**src/rtl/div_unit.sv**
```systemverilog
// Iterative 32-bit signed/unsigned restoring divider feeding the HI/LO write port.
// Remainder goes to hi_o, quotient to lo_o, delivered as a one-cycle we pulse.
module div_unit (
  input  logic        clk,
  input  logic        rst,
  input  logic        start,
  input  logic        signed_op,
  input  logic [31:0] dividend,
  input  logic [31:0] divisor,
  input  logic        annul,
  output logic        busy,
  output logic        we,
  output logic [31:0] hi_o,
  output logic [31:0] lo_o
);

  typedef enum logic [1:0] {IDLE, BUSY, FINISH} state_t;

  state_t      state, state_nx;
  logic        accept;
  logic [4:0]  cnt;
  logic [63:0] rq;
  logic [31:0] dsr;
  logic        q_neg, r_neg, dz;
  logic [31:0] a_abs, b_abs;
  logic        ge;
  logic [31:0] sub;
  logic [31:0] quo_fix, rem_fix;

  always_ff @(posedge clk or posedge rst) begin
    if (rst) state <= IDLE;
    else     state <= state_nx;
  end

  always_comb begin
    state_nx = state;
    accept   = 1'b0;
    case (state)
      IDLE: begin
        if (start && !annul) begin
          accept   = 1'b1;
          state_nx = BUSY;
        end
      end
      BUSY: begin
        if (annul)              state_nx = IDLE;
        else if (cnt == 5'd31)  state_nx = FINISH;
      end
      FINISH:  state_nx = IDLE;
      default: state_nx = IDLE;
    endcase
  end

  assign a_abs = (signed_op && dividend[31]) ? (~dividend + 32'd1) : dividend;
  assign b_abs = (signed_op && divisor[31])  ? (~divisor + 32'd1)  : divisor;

  // The shifted partial remainder is 33 bits (rq[63:31]); it is always below
  // 2*divisor, so the 32-bit difference is exact whenever the trial succeeds.
  assign ge  = rq[63:31] >= {1'b0, dsr};
  assign sub = rq[62:31] - dsr;

  // Divide by zero leaves the dividend in the remainder naturally; only the
  // quotient needs forcing so the sign fix-up cannot turn it into 1.
  assign quo_fix = dz ? 32'hFFFF_FFFF : (q_neg ? (~rq[31:0] + 32'd1) : rq[31:0]);
  assign rem_fix = r_neg ? (~rq[63:32] + 32'd1) : rq[63:32];

  always_ff @(posedge clk or posedge rst) begin
    if (rst) begin
      busy  <= 1'b0;
      we    <= 1'b0;
      hi_o  <= '0;
      lo_o  <= '0;
      cnt   <= '0;
      rq    <= '0;
      dsr   <= '0;
      q_neg <= 1'b0;
      r_neg <= 1'b0;
      dz    <= 1'b0;
    end else begin
      we <= 1'b0;
      case (state)
        IDLE: begin
          if (accept) begin
            busy  <= 1'b1;
            rq    <= {32'd0, a_abs};
            dsr   <= b_abs;
            q_neg <= signed_op & (dividend[31] ^ divisor[31]);
            r_neg <= signed_op & dividend[31];
            dz    <= (divisor == 32'd0);
            cnt   <= '0;
          end
        end
        BUSY: begin
          if (annul) begin
            busy <= 1'b0;
          end else begin
            rq  <= ge ? {sub, rq[30:0], 1'b1} : {rq[62:0], 1'b0};
            cnt <= cnt + 5'd1;
          end
        end
        FINISH: begin
          busy <= 1'b0;
          if (!annul) begin
            we   <= 1'b1;
            hi_o <= rem_fix;
            lo_o <= quo_fix;
          end
        end
        default: busy <= 1'b0;
      endcase
    end
  end

endmodule

```
**config.mk**
```make
export PLATFORM = sky130hd
export DESIGN_NAME = div_unit
export DESIGN_NICKNAME = d
export VERILOG_FILES = /design/src/rtl/div_unit.sv
export SDC_FILE = /design/constraint.sdc
export NUM_CORES = 1
export LEC_CHECK = 0
export BUFFER_PORTS_ARGS = -buffer_cell sky130_fd_sc_hd__buf_2
export CAP_MARGIN = 20
export CORE_ASPECT_RATIO = 1.1
export CORE_UTILIZATION = 30
export CTS_CLUSTER_SIZE = 28
export DETAILED_ROUTE_END_ITERATION = 8
export GPL_TIMING_DRIVEN = 0
export MAX_ROUTING_LAYER = met4
export PLACE_DENSITY = 0.51
export SLEW_MARGIN = 20
export SYNTH_ARGS = -nofsm -noshare
export SYNTH_HDL_FRONTEND = slang
export SYNTH_SLANG_ARGS = --single-unit
```
**constraint.sdc**
```tcl
create_clock -name clk -period 8.9 [get_ports clk]
set_clock_uncertainty 0.15 [all_clocks]
set_input_delay 0.89 -clock clk [delete_from_list [all_inputs] [get_ports clk]]
set_output_delay 0.89 -clock clk [all_outputs]
set_load 0.05 [all_outputs]
```
==> results of run 1 <==
metrics by stage:
| step | utilization | cells | setup WS (ns) |
|---|---|---|---|
| 4_1_cts | 0.3611 | 1917 | 5.065 |
| 3_5_place_dp | 0.3435 | 1886 | 5.063 |
| 5_1_grt | 0.3611 | 1917 | 4.711 |
| 6_report | 0.3612 | 1918 | 4.959 |
| 3_3_place_gp | 0.3425 | 1885 | 1.056 |
| 2_1_floorplan | - | 1270 | 3.200 |
synth_stat cells, types with 9 or more instances:
master and instances:
inv_1 52, xnor2_1 53, and3_1 10, or4_1 9, xor2_1 96, nand3_1 21, ha_1 38, nor3_1 16
nand2_1 165, o21ai_0 182, a21oi_1 96, o31ai_1 22, o41ai_1 15, nor2_1 84, dfrtp_1 172, clkbuf_1 53
a22oi_1 33, nand2b_1 13, or3_1 15
registers in the layout, summed over array words and instances (netlist names):
signal / cells
busy: 1
cnt: 5
dsr: 32
dz: 1
hi_o: 32
lo_o: 32
q_neg: 1
r_neg: 1
rq: 64
state: 2
we: 1
layout make-up:
class | instances | share of cell area
Multi-Input combinational cell | 987 | 0.4781
Buffer | 59 | 0.01756
Inverter | 52 | 0.01589
Clock buffer | 20 | 0.03659
Tap cell | 481 | 0.04718
Timing Repair Buffer | 135 | 0.05473
Sequential cell | 172 | 0.3374
Antenna cell | 1 | 0.0001962
Clock inverter | 11 | 0.01236
report_power, final:
part | leakage, nW | total (mW) | internal, mW | switching [mW]
combinational | 3.15 | 1.49 | 0.601 | 0.889
clock | 0.305 | 0.795 | 0.467 | 0.329
sequential | 2.27 | 1.12 | 0.912 | 0.212
total | 5.73 | 3.41 | 1.98 | 1.43
logic make-up after synthesis:
group	after synthesis
AOI/OAI and AO/OA	406
and+or+nand+nor	385
DFF	172
xor gates and xnor gates	149
buffers and inverters	111
adders and majority gates	39
muxes	8
critical path, cell delays in order (launching register included):
cell      delay, ns
dfrtp_1        0.50
ha_1           0.44
a21oi_1        0.20
o21ai_0        0.17
a311oi_1       0.56
o21ai_0        0.21
and3_1         0.21
nor3_2         0.50
nand2b_1       0.28
clkbuf_1       0.40
o21ai_0        0.18
per-layer routing:
layer | wire [µm] | GRT usage
met5 | 0 | -
met4 | 476 | 0.04762
met3 | 1183 | 0.02643
met2 | 14280 | 0.2754
met1 | 15870 | 0.2508
worst paths after layout:
kind / startpoint / endpoint / slack [ns] / cells past startpoint
max: rq[51]$_DFFE_PP0P_ / rq[59]$_DFFE_PP0P_ / 4.96 / 10
min: hi_o[12]$_DFFE_PP0P_ / hi_o[12]$_DFFE_PP0P_ / 0.32 / 2
min reg2reg: hi_o[12]$_DFFE_PP0P_ / hi_o[12]$_DFFE_PP0P_ / 0.32 / 2
max reg2reg: rq[51]$_DFFE_PP0P_ / rq[59]$_DFFE_PP0P_ / 4.96 / 10
max in group asynchronous: rst / dsr[14]$_DFFE_PP0P_ / 7.36 / 3
min in group asynchronous: rst / hi_o[23]$_DFFE_PP0P_ / 0.37 / 2
==> out/summary.txt, run 1 <==
CTS tree = done
WHS = 0.3250 ns
Initial drt markers = 606
DRT Wirelength = 31,810 µm
Wirelength per Cell = 16.58 µm
Post-synthesis adder-cell area fraction = 0.04579
Post-CTS Setup Inserts = 0
Antenna violations before repair = 0
Most frequent cells in the layout = o21ai_0, dfrtp_1, nand2_1, buf_2
Sequential element share of the synthesized area = 0.3977
Power density relative to cell area = 267.2 nW/µm²
Post-synth top flop = dfrtp_1
Gr usage total = 0.1812
Final Cycle Share = 0.4428
Area of the multi-input gates = 6098 µm²
Critical Path RT = 9.06 ns
CP Max Fanout = 10
Clock transition at path regs = 0.07 ns
Resized cells post-CTS = 0
Outcome = finished clean
Max-Cap Viols = 0
Synth Area in Simple Gates = 0.1689
RD Place Congestion = 0.8648
Max-slew violation count = 0
Num Clock Sinks = 172
# fillers = 3,771
Synth Net Count = 1,378
Initial Util = 0.3064
# rows = 72
Largest net degree at the start of global routing = 91
Number of unique standard cell types used by synthesis = 66
Leakage = 5.725 nW
Congestion Overflow GR = 0
Top Ports = 135
Least-Margin Pin Slew = 0.6839 ns
Port bufs = 134
Root buffer cell = clkbuf_16
Synthesized cell area = 10,820 µm²
Post-synth ARST share = 1.000
HPWL Detailed = 25,530 µm
Crit path time final = 3.941 ns
Core Area = 35,310 µm²
RSZ-0062 raised after global routing = false
Detail Route Antenna Nets = 0
DR vias = 9,467
First-pass GRT wire length = 51,030 µm
Clk buf depth = 2
Main combinational cell family by area after synthesis = compound AO/OA/AOI/OAI gates
Hold_buf cts = 0
Yosys warning count = 0
Worst Hold Class = register to register
Yosys top cell by area = dfrtp_1
Setup CP Type = register to register
Final Cell Area = 12,760 µm²
TritonCTS buffer count = 17
CP Capture Type = register
Share of cells above drive strength 1 = 0.1351
Syn Area/Cell = 8.521 µm²
Worst-Skew Late Latency = 0.45 ns
Number of synthesized flops with an enable pin = 0
Xor-xnor portion of the synthesized cell area = 0.1206
TNS Setup = 0 ns
FMAX = 0.2537 GHz
Die Wd = 183.1 µm
Yosys top cell area share = 0.3977
Vias in the first global route = 9,321
VDD IR max = 126.7 µV
Top post-synthesis cells by area = dfrtp_1, o21ai_0, xor2_1
Remaining DRCs = 0
Most common cell after layout, fill and taps aside = o21ai_0
Number of iterations in the first detailed-routing pass = 5
Cells after Synth = 1,270
Final setup fails = 0
Die height = 201.2 µm
Die area = 36,840 µm²
Mux cell area share after synthesis = 0.007515
Register area = 4304 µm²
Synth Area in Compound Gates = 0.2207
Area grow syn2layout = 17.88%
Nets = 1,532
Critical path launch point type = register
Crit path DAT = 4.10 ns
Vias per inst = 4.936
Slew headroom = 0.5424
Synth Register Bits = 172
Post-DP Area = 12,130 µm²
Final hold viol count = 0
Total power draw = 3.409 mW
H-tree Lvls = 4
Power figures use the tool's default switching activity.
==> run 2: changes to the inputs <==
--- a/config.mk
+++ b/config.mk
@@ -5,6 +5,7 @@
 export SDC_FILE = /design/constraint.sdc
 export NUM_CORES = 1
 export LEC_CHECK = 0
+export ABC_AREA = 1
 export BUFFER_PORTS_ARGS = -buffer_cell sky130_fd_sc_hd__buf_2
 export CAP_MARGIN = 20
 export CORE_ASPECT_RATIO = 1.1
@@ -13,7 +14,7 @@
 export DETAILED_ROUTE_END_ITERATION = 8
 export GPL_TIMING_DRIVEN = 0
 export MAX_ROUTING_LAYER = met4
-export PLACE_DENSITY = 0.51
+export PLACE_DENSITY = 0.52
 export SLEW_MARGIN = 20
 export SYNTH_ARGS = -nofsm -noshare
 export SYNTH_HDL_FRONTEND = slang
==> constraint.sdc (replaced) <==
create_clock -name clk -period 3.2 [get_ports clk]
set_clock_uncertainty 0.15 [all_clocks]
set_input_delay 0.32 -clock clk [delete_from_list [all_inputs] [get_ports clk]]
set_output_delay 0.32 -clock clk [all_outputs]
set_load 0.05 [all_outputs]
==> out/summary.txt, run 2 <==
Top Ports = 135 (unchanged)
Critical Path RT = 3.41 ns (-5.65 ns)
Final Cycle Share = 0.8696 (+0.4268)
Gr usage total = 0.2229 (+0.04173)
Die height = 220.7 µm (+9.7%)
Detail Route Antenna Nets = 0 (unchanged)
Worst R2R End = rq[60]$_DFFE_PP0P_
Worst Setup EP = rq[60]$_DFFE_PP0P_
Least-Margin Pin Slew = 1.077 ns (+0.3931 ns)
Max incr delay on CP = 0.48 ns (-0.08 ns)
Most prevalent standard cell on the critical path = nand2_1
Synthesized cell area = 13,050 µm² (+21%)
Most flop-heavy register = rq
Final setup fails = 0 (unchanged)
Critical-path top delay cell = dfrtp_1
RD Place Congestion = 0.9374 (+8.4%)
# rows = 79 (+9.7%)
FMAX = 0.3593 GHz (+42%)
RSZ-0062 raised after global routing = false
Initial Util = 0.3063 (about the same)
Largest net degree at the start of global routing = 34 (-63%)
Yosys top cell by area = dfrtp_1
Leakage = 8.039 nW (+40%)
CTS tree = done
HPWL Detailed = 38,590 µm (+51%)
VDD IR max = 424.0 µV (+230%)
WHS = 0.03354 ns (-0.2915 ns)
Clock transition at path regs = 0.08 ns (about the same)
Worst r2r src = rq[38]$_DFFE_PP0P_
CP bufs+invs = 1 (unchanged)
Most common cell in the netlist = nand2_1
Clk buf depth = 2 (unchanged)
Vias in the first global route = 12,980 (+39%)
Slew headroom = 0.2794 (-0.2630)
Post-synth ARST share = 1.000 (unchanged)
# diodes = 0 (-1)
Num Clock Sinks = 172 (unchanged)
Family with the most delay on the worst path = simple AND/OR/NAND/NOR gates
DRT Wirelength = 46,830 µm (+47%)
Synth Net Count = 2,119 (+54%)
Congestion Overflow GR = 0 (unchanged)
CP Launch Point = rq[38]$_DFFE_PP0P_
Top cells by count, synth = nand2_1, inv_1, nand3_1, nor2_1, dfrtp_1
TritonCTS buffer count = 17 (unchanged)
Crit path DAT = 2.99 ns (-1.11 ns)
Area grow syn2layout = 16.47%
Cells along the critical path = ha_1, nand2_1, nor2_1, nand3_1, nor3_4, nor2_4, nand2_8, buf_8, nand3_2, nand2_1, nand2_1
CP Capture Type = register
Number of iterations in the first detailed-routing pass = 5 (unchanged)
Sequential element share of the synthesized area = 0.3298 (-0.06788)
Placed cells = 2,718 (+44%)
Number of unique standard cell types used by synthesis = 48 (-27%)
Port bufs = 134 (unchanged)
Number of synthesized flops with an enable pin = 0 (unchanged)
H-tree Lvls = 4 (unchanged)
Post-synth top flop = dfrtp_1
R2R setup slack = 0.42 ns (-4.54 ns)
Synth Register Bits = 172 (unchanged)
DR vias = 13,200 (+39%)
Vias per inst = 4.794 (-2.9%)
Remaining DRCs = 0 (unchanged)
Max-slew violation count = 0 (unchanged)
Yosys warning count = 0 (unchanged)
Wirelength per Cell = 17.01 µm (+2.6%)
Share of cells above drive strength 1 = 0.1061 (-0.02897)
Max-Cap Viols = 0 (unchanged)
Antenna violations before repair = 0 (unchanged)
Top post-synthesis cells by area = dfrtp_1, nand2_1, inv_1
Yosys top cell area share = 0.3298 (-0.06788)
Most common cell after layout, fill and taps aside = nand2_1
Most frequent cells in the layout = nand2_1, inv_1, nand3_1, nor2_1, dfrtp_1
Outcome = finished clean
Power density relative to cell area = 687.6 nW/µm² (+160%)
CP Depth = 11 (+1)
Setup CP Type = register to register
Worst-Skew Late Latency = 0.46 ns (about the same)
Final hold viol count = 0 (unchanged)
Die area = 44,330 µm² (+20%)
Critical path launch point type = register
CP Max Fanout = 10 (unchanged)
Core Area = 42,600 µm² (+21%)
Nets = 2,281 (+49%)
First-pass GRT wire length = 73,350 µm (+44%)
Die Wd = 200.9 µm (+9.7%)
Initial drt markers = 826 (+36%)
Worst Hold Class = input pin to register
Crit path time final = 2.783 ns (-1.158 ns)
Syn Area/Cell = 6.489 µm² (-24%)
Root buffer cell = clkbuf_16
Cells after Synth = 2,011 (+58%)
Flip-flop count of the largest register after layout = 64 (unchanged)
Final std cells w/o fill = 2,753 (+44%)
Cell depth of the worst flop-to-flop path = 11 (+1)
[run 2: cell count changes in the layout (fill, tap and decap cells not counted), sizes merged, moves of 18 or more]
cell and change:
inv +260, buf +22, xnor2 -33, o31ai -21
o21ai -69, nor2 +110, nand2 +482, a21oi -56
nand3 +171, xor2 -41, nand4 +18
[run 2: layout make-up]
type                    instances  area (µm²)
fillers                      4690       27400
multi-input cells            1466        7300
flip-flops and latches        172        4304
inverters                     311        1171
repair buffers                143       835.8
well taps                     567       709.4
clock buffers                  17       425.4
plain buffers                  62       277.8
clock inverters                15       175.2
[run 2: where the power goes]
part | internal (mW) | total (mW) | switching, mW
Sequential | 2.51 | 3.01 | 0.494
Combinational | 1.72 | 5.27 | 3.54
Clock | 1.11 | 2.18 | 1.06
Total | 5.35 | 10.5 | 5.10
[run 2: metal layers]
layer	global-route usage	up-vias	wire (µm)
met5	-	-	0
met4	0.08524	0	1427
met3	0.02165	60	1299
met2	0.3766	315	22510
met1	0.2760	6097	21590
li1	-	6726	-
[run 2: repair_timing]
action	in CTS	in global routing
resized for setup	0	0
setup buffers	0	0
hold buffers	3	0
endpoints found under the hold margin	16	0
[run 2: stage by stage]
step	instance area [µm²]	power [mW]	worst slack, ns	utilization	setup TNS, ns
after floorplan	13050	6.677	0.5333	-	0
after global placement	14430	8.249	-0.7287	0.3388	-119.57
after detailed placement	14570	8.296	0.3542	0.3419	0
after CTS	15200	10.51	0.3884	0.3568	0
after global routing	15200	11.32	0.2051	0.3568	0
final	15200	10.45	0.4172	0.3568	0
[run 2: worst min-delay path by stage]
stage | from | to | slack, ns | cells after the start
floorplan | dsr[27]$_DFFE_PP0P_ | dsr[27]$_DFFE_PP0P_ | 0.30 | 2
global placement | hi_o[3]$_DFFE_PP0P_ | hi_o[3]$_DFFE_PP0P_ | 0.31 | 2
detailed placement | rst | dsr[22]$_DFFE_PP0P_ | 0.22 | 2
CTS | divisor[28] | dsr[28]$_DFFE_PP0P_ | 0.002 | 3
global route | dividend[8] | rq[8]$_DFFE_PP0P_ | 0.02 | 3
finish | divisor[28] | dsr[28]$_DFFE_PP0P_ | 0.03 | 3
[run 2: worst reg2reg max path, stage by stage (launching register included)]
cell	delay (ns)
dfrtp_1	0.48
ha_1	0.42
nand2_1	0.12
nor2_1	0.36
nand3_1	0.21
nor3_4	0.26
nor2_4	0.12
nand2_8	0.13
buf_8	0.15
nand3_2	0.12
nand2_1	0.10
nand2_1	0.05
[run 2: logic make-up after synthesis]
logic type                 Yosys count  synth area share
AOI/OAI and AO/OA                  237            0.1063
xor gates and xnor gates            75           0.05034
adders and majority gates           39           0.03797
buffers and inverters              373            0.1107
DFF                                172            0.3298
and+or+nand+nor                   1115            0.3648
==> run 3: changes to the inputs <==
--- a/config.mk
+++ b/config.mk
@@ -5,16 +5,18 @@
 export SDC_FILE = /design/constraint.sdc
 export NUM_CORES = 1
 export LEC_CHECK = 0
-export ABC_AREA = 1
+export ABC_AREA = 0
 export BUFFER_PORTS_ARGS = -buffer_cell sky130_fd_sc_hd__buf_2
-export CAP_MARGIN = 20
+export CAP_MARGIN = 5
+export CELL_PAD_IN_SITES_DETAIL_PLACEMENT = 0
+export CELL_PAD_IN_SITES_GLOBAL_PLACEMENT = 1
 export CORE_ASPECT_RATIO = 1.1
 export CORE_UTILIZATION = 30
 export CTS_CLUSTER_SIZE = 28
 export DETAILED_ROUTE_END_ITERATION = 8
 export GPL_TIMING_DRIVEN = 0
 export MAX_ROUTING_LAYER = met4
-export PLACE_DENSITY = 0.52
+export PLACE_DENSITY = 0.64
 export SLEW_MARGIN = 20
 export SYNTH_ARGS = -nofsm -noshare
 export SYNTH_HDL_FRONTEND = slang
==> out/summary.txt, run 3 (same netlist as run 1, synthesis figures left out) <==
CP Max Fanout = 7 (-3)
Vias per inst = 4.922 (+2.7%)
Flip-flop count of the largest register after layout = 64 (unchanged)
Antenna violations before repair = 1 (+1)
Clock transition at path regs = 0.07 ns (about the same)
Most frequent cells in the layout = o21ai_0, nand2_1, dfrtp_1, buf_2
Die Wd = 183.1 µm (-8.8%)
Placed cells = 1,891 (-30%)
CP Capture Type = register
First-pass GRT wire length = 52,120 µm (-29%)
Clk buf depth = 2 (unchanged)
Number of iterations in the first detailed-routing pass = 5 (unchanged)
# fillers = 3,800 (-19%)
TNS Setup = 0 ns (unchanged)
Setup CP Type = register to register
Area grow syn2layout = 21.20%
Dpl ws = -0.6642 ns (-1.018 ns)
Num Clock Sinks = 172 (unchanged)
Detail Route Antenna Nets = 0 (unchanged)
Final worst slack = 0.1224 ns (-0.2948 ns)
Critical Path RT = 3.40 ns (about the same)
Nets = 1,551 (-32%)
RD Place Congestion = 0.8833 (-5.8%)
Most common cell after layout, fill and taps aside = o21ai_0
Slew headroom = 0.5431 (+0.2638)
CTS tree = done
Crit path time final = 3.078 ns (+0.2948 ns)
Initial Util = 0.3064 (about the same)
H-tree Lvls = 4 (unchanged)
M2 GR Usage = 0.2825 (-0.09417)
Wirelength per Cell = 16.85 µm (-0.93%)
VDD IR max = 401.7 µV (-5.3%)
HPWL Detailed = 26,080 µm (-32%)
Outcome = finished clean
Leakage = 5.855 nW (-27%)
Max-Cap Viols = 0 (unchanged)
# rows = 72 (-8.9%)
TritonCTS buffer count = 17 (unchanged)
Die height = 201.2 µm (-8.9%)
Met1 Use GR = 0.2574 (-0.01860)
Final core occ = 0.3714 (+0.01467)
DRT Wirelength = 32,660 µm (-30%)
Grt peak-use layer = met2
Final hold viol count = 0 (unchanged)
Remaining DRCs = 0 (unchanged)
FMAX = 0.3249 GHz (-9.6%)
Final setup fails = 0 (unchanged)
Vias in the first global route = 9,484 (-27%)
Power density relative to cell area = 744.7 nW/µm² (+8.3%)
Least-Margin Pin Slew = 0.6790 ns (-0.3979 ns)
DR vias = 9,539 (-28%)
Initial drt markers = 500 (-39%)
Share of cells above drive strength 1 = 0.1717 (+0.06557)
Gr usage total = 0.1849 (-0.03799)
Final std cells w/o fill = 1,938 (-30%)
Root buffer cell = clkbuf_16
Total power draw = 9.768 mW (-6.5%)
Worst Hold Class = input pin to register
Congestion Overflow GR = 0 (unchanged)
Die area = 36,840 µm² (-17%)
Critical path launch point type = register
Core Area = 35,310 µm² (-17%)
Crit path DAT = 3.28 ns (+0.29 ns)
Largest net degree at the start of global routing = 33 (-2.9%)
Max-slew violation count = 0 (unchanged)
Port bufs = 134 (unchanged)
Final Cycle Share = 0.9618 (+0.09212)
Worst-Skew Late Latency = 0.44 ns (-0.02 ns)
GR Util met3 = 0.02244 (+0.0007940)
Area of the multi-input gates = 6276 µm² (-14%)
Most flop-heavy register = rq
Top Ports = 135 (unchanged)
Register area = 4317 µm² (+0.29%)
run 3: changes by cell type in the layout (fill, tap and decap cells not counted), moves of 18 or more:
cell	previous run	this run
a21oi_1	40	96
xnor2_1	20	53
nand3_1	186	20
nand4_1	26	8
o31ai_1	2	22
xor2_1	55	96
nor2_1	182	84
o21ai_0	119	176
nand2_1	639	165
inv_1	301	50
run 3: power breakdown:
group / switching (mW) / internal (mW) / leakage [nW] / total, mW
Combinational: 2.61 / 1.97 / 3.32 / 4.58
Sequential: 0.603 / 2.54 / 2.26 / 3.15
Clock: 0.992 / 1.05 / 0.274 / 2.04
Total: 4.21 / 5.56 / 5.86 / 9.77
run 3: critical path, stage by stage, from the launching register on:
cell and delay (ns):
dfrtp_1 0.48, ha_1 0.48, nand4_1 0.15, a211o_1 0.29, a31o_2 0.31, a211o_1 0.32
a21oi_1 0.28, mux2_2 0.38, o211ai_1 0.15
run 3: per-layer routing:
| metal | wire length, µm | vias to the layer above | part of all wire |
|---|---|---|---|
| met4 | 460 | 0 | 0.014 |
| met1 | 16560 | 4498 | 0.51 |
| met3 | 944 | 23 | 0.029 |
| met2 | 14690 | 164 | 0.45 |
| met5 | 0 | - | 0 |
| li1 | - | 4854 | - |
run 3: area by class of cell:
type	instances	area share
timing repair buffer	156	0.06964
sequential	172	0.3291
antenna	1	0.0001908
multi-input combinational	987	0.4785
tap	481	0.04588
inverter	52	0.01536
buffer	57	0.01841
clock buffer	18	0.03348
clock inverter	14	0.009444
run 3: worst paths after layout:
path	cells after the start	slack (ns)	start	end
setup / recovery	8	0.12	rq[36]$_DFFE_PP0P_	rq[57]$_DFFE_PP0P_
hold / removal	2	0.02	divisor[31]	dz$_DFFE_PP0P_
setup reg to reg	8	0.12	rq[36]$_DFFE_PP0P_	rq[57]$_DFFE_PP0P_
hold reg to reg	2	0.32	lo_o[0]$_DFFE_PP0P_	lo_o[0]$_DFFE_PP0P_
max in group asynchronous	6	1.91	rst	rq[31]$_DFFE_PP0P_
min in group asynchronous	3	0.15	rst	hi_o[8]$_DFFE_PP0P_
run 3: repair_timing:
| action | CTS | global route |
|---|---|---|
| pin swaps | 4 | 9 |
| gates resized for setup | 20 | 42 |
| endpoints found under the setup margin | 33 | 33 |
| hold buffers | 1 | 0 |
| endpoints found under the hold margin | 27 | 0 |
| buffers inserted | 4 | 11 |
run 3: per-stage QoR:
step	instance area (µm²)	hold WS (ns)
6_report	13120	0.02128
5_1_grt	13120	0.02879
4_1_cts	12900	0.002097
3_5_place_dp	12220	0.05085
3_3_place_gp	12100	0.3088
2_1_floorplan	10830	0.2662
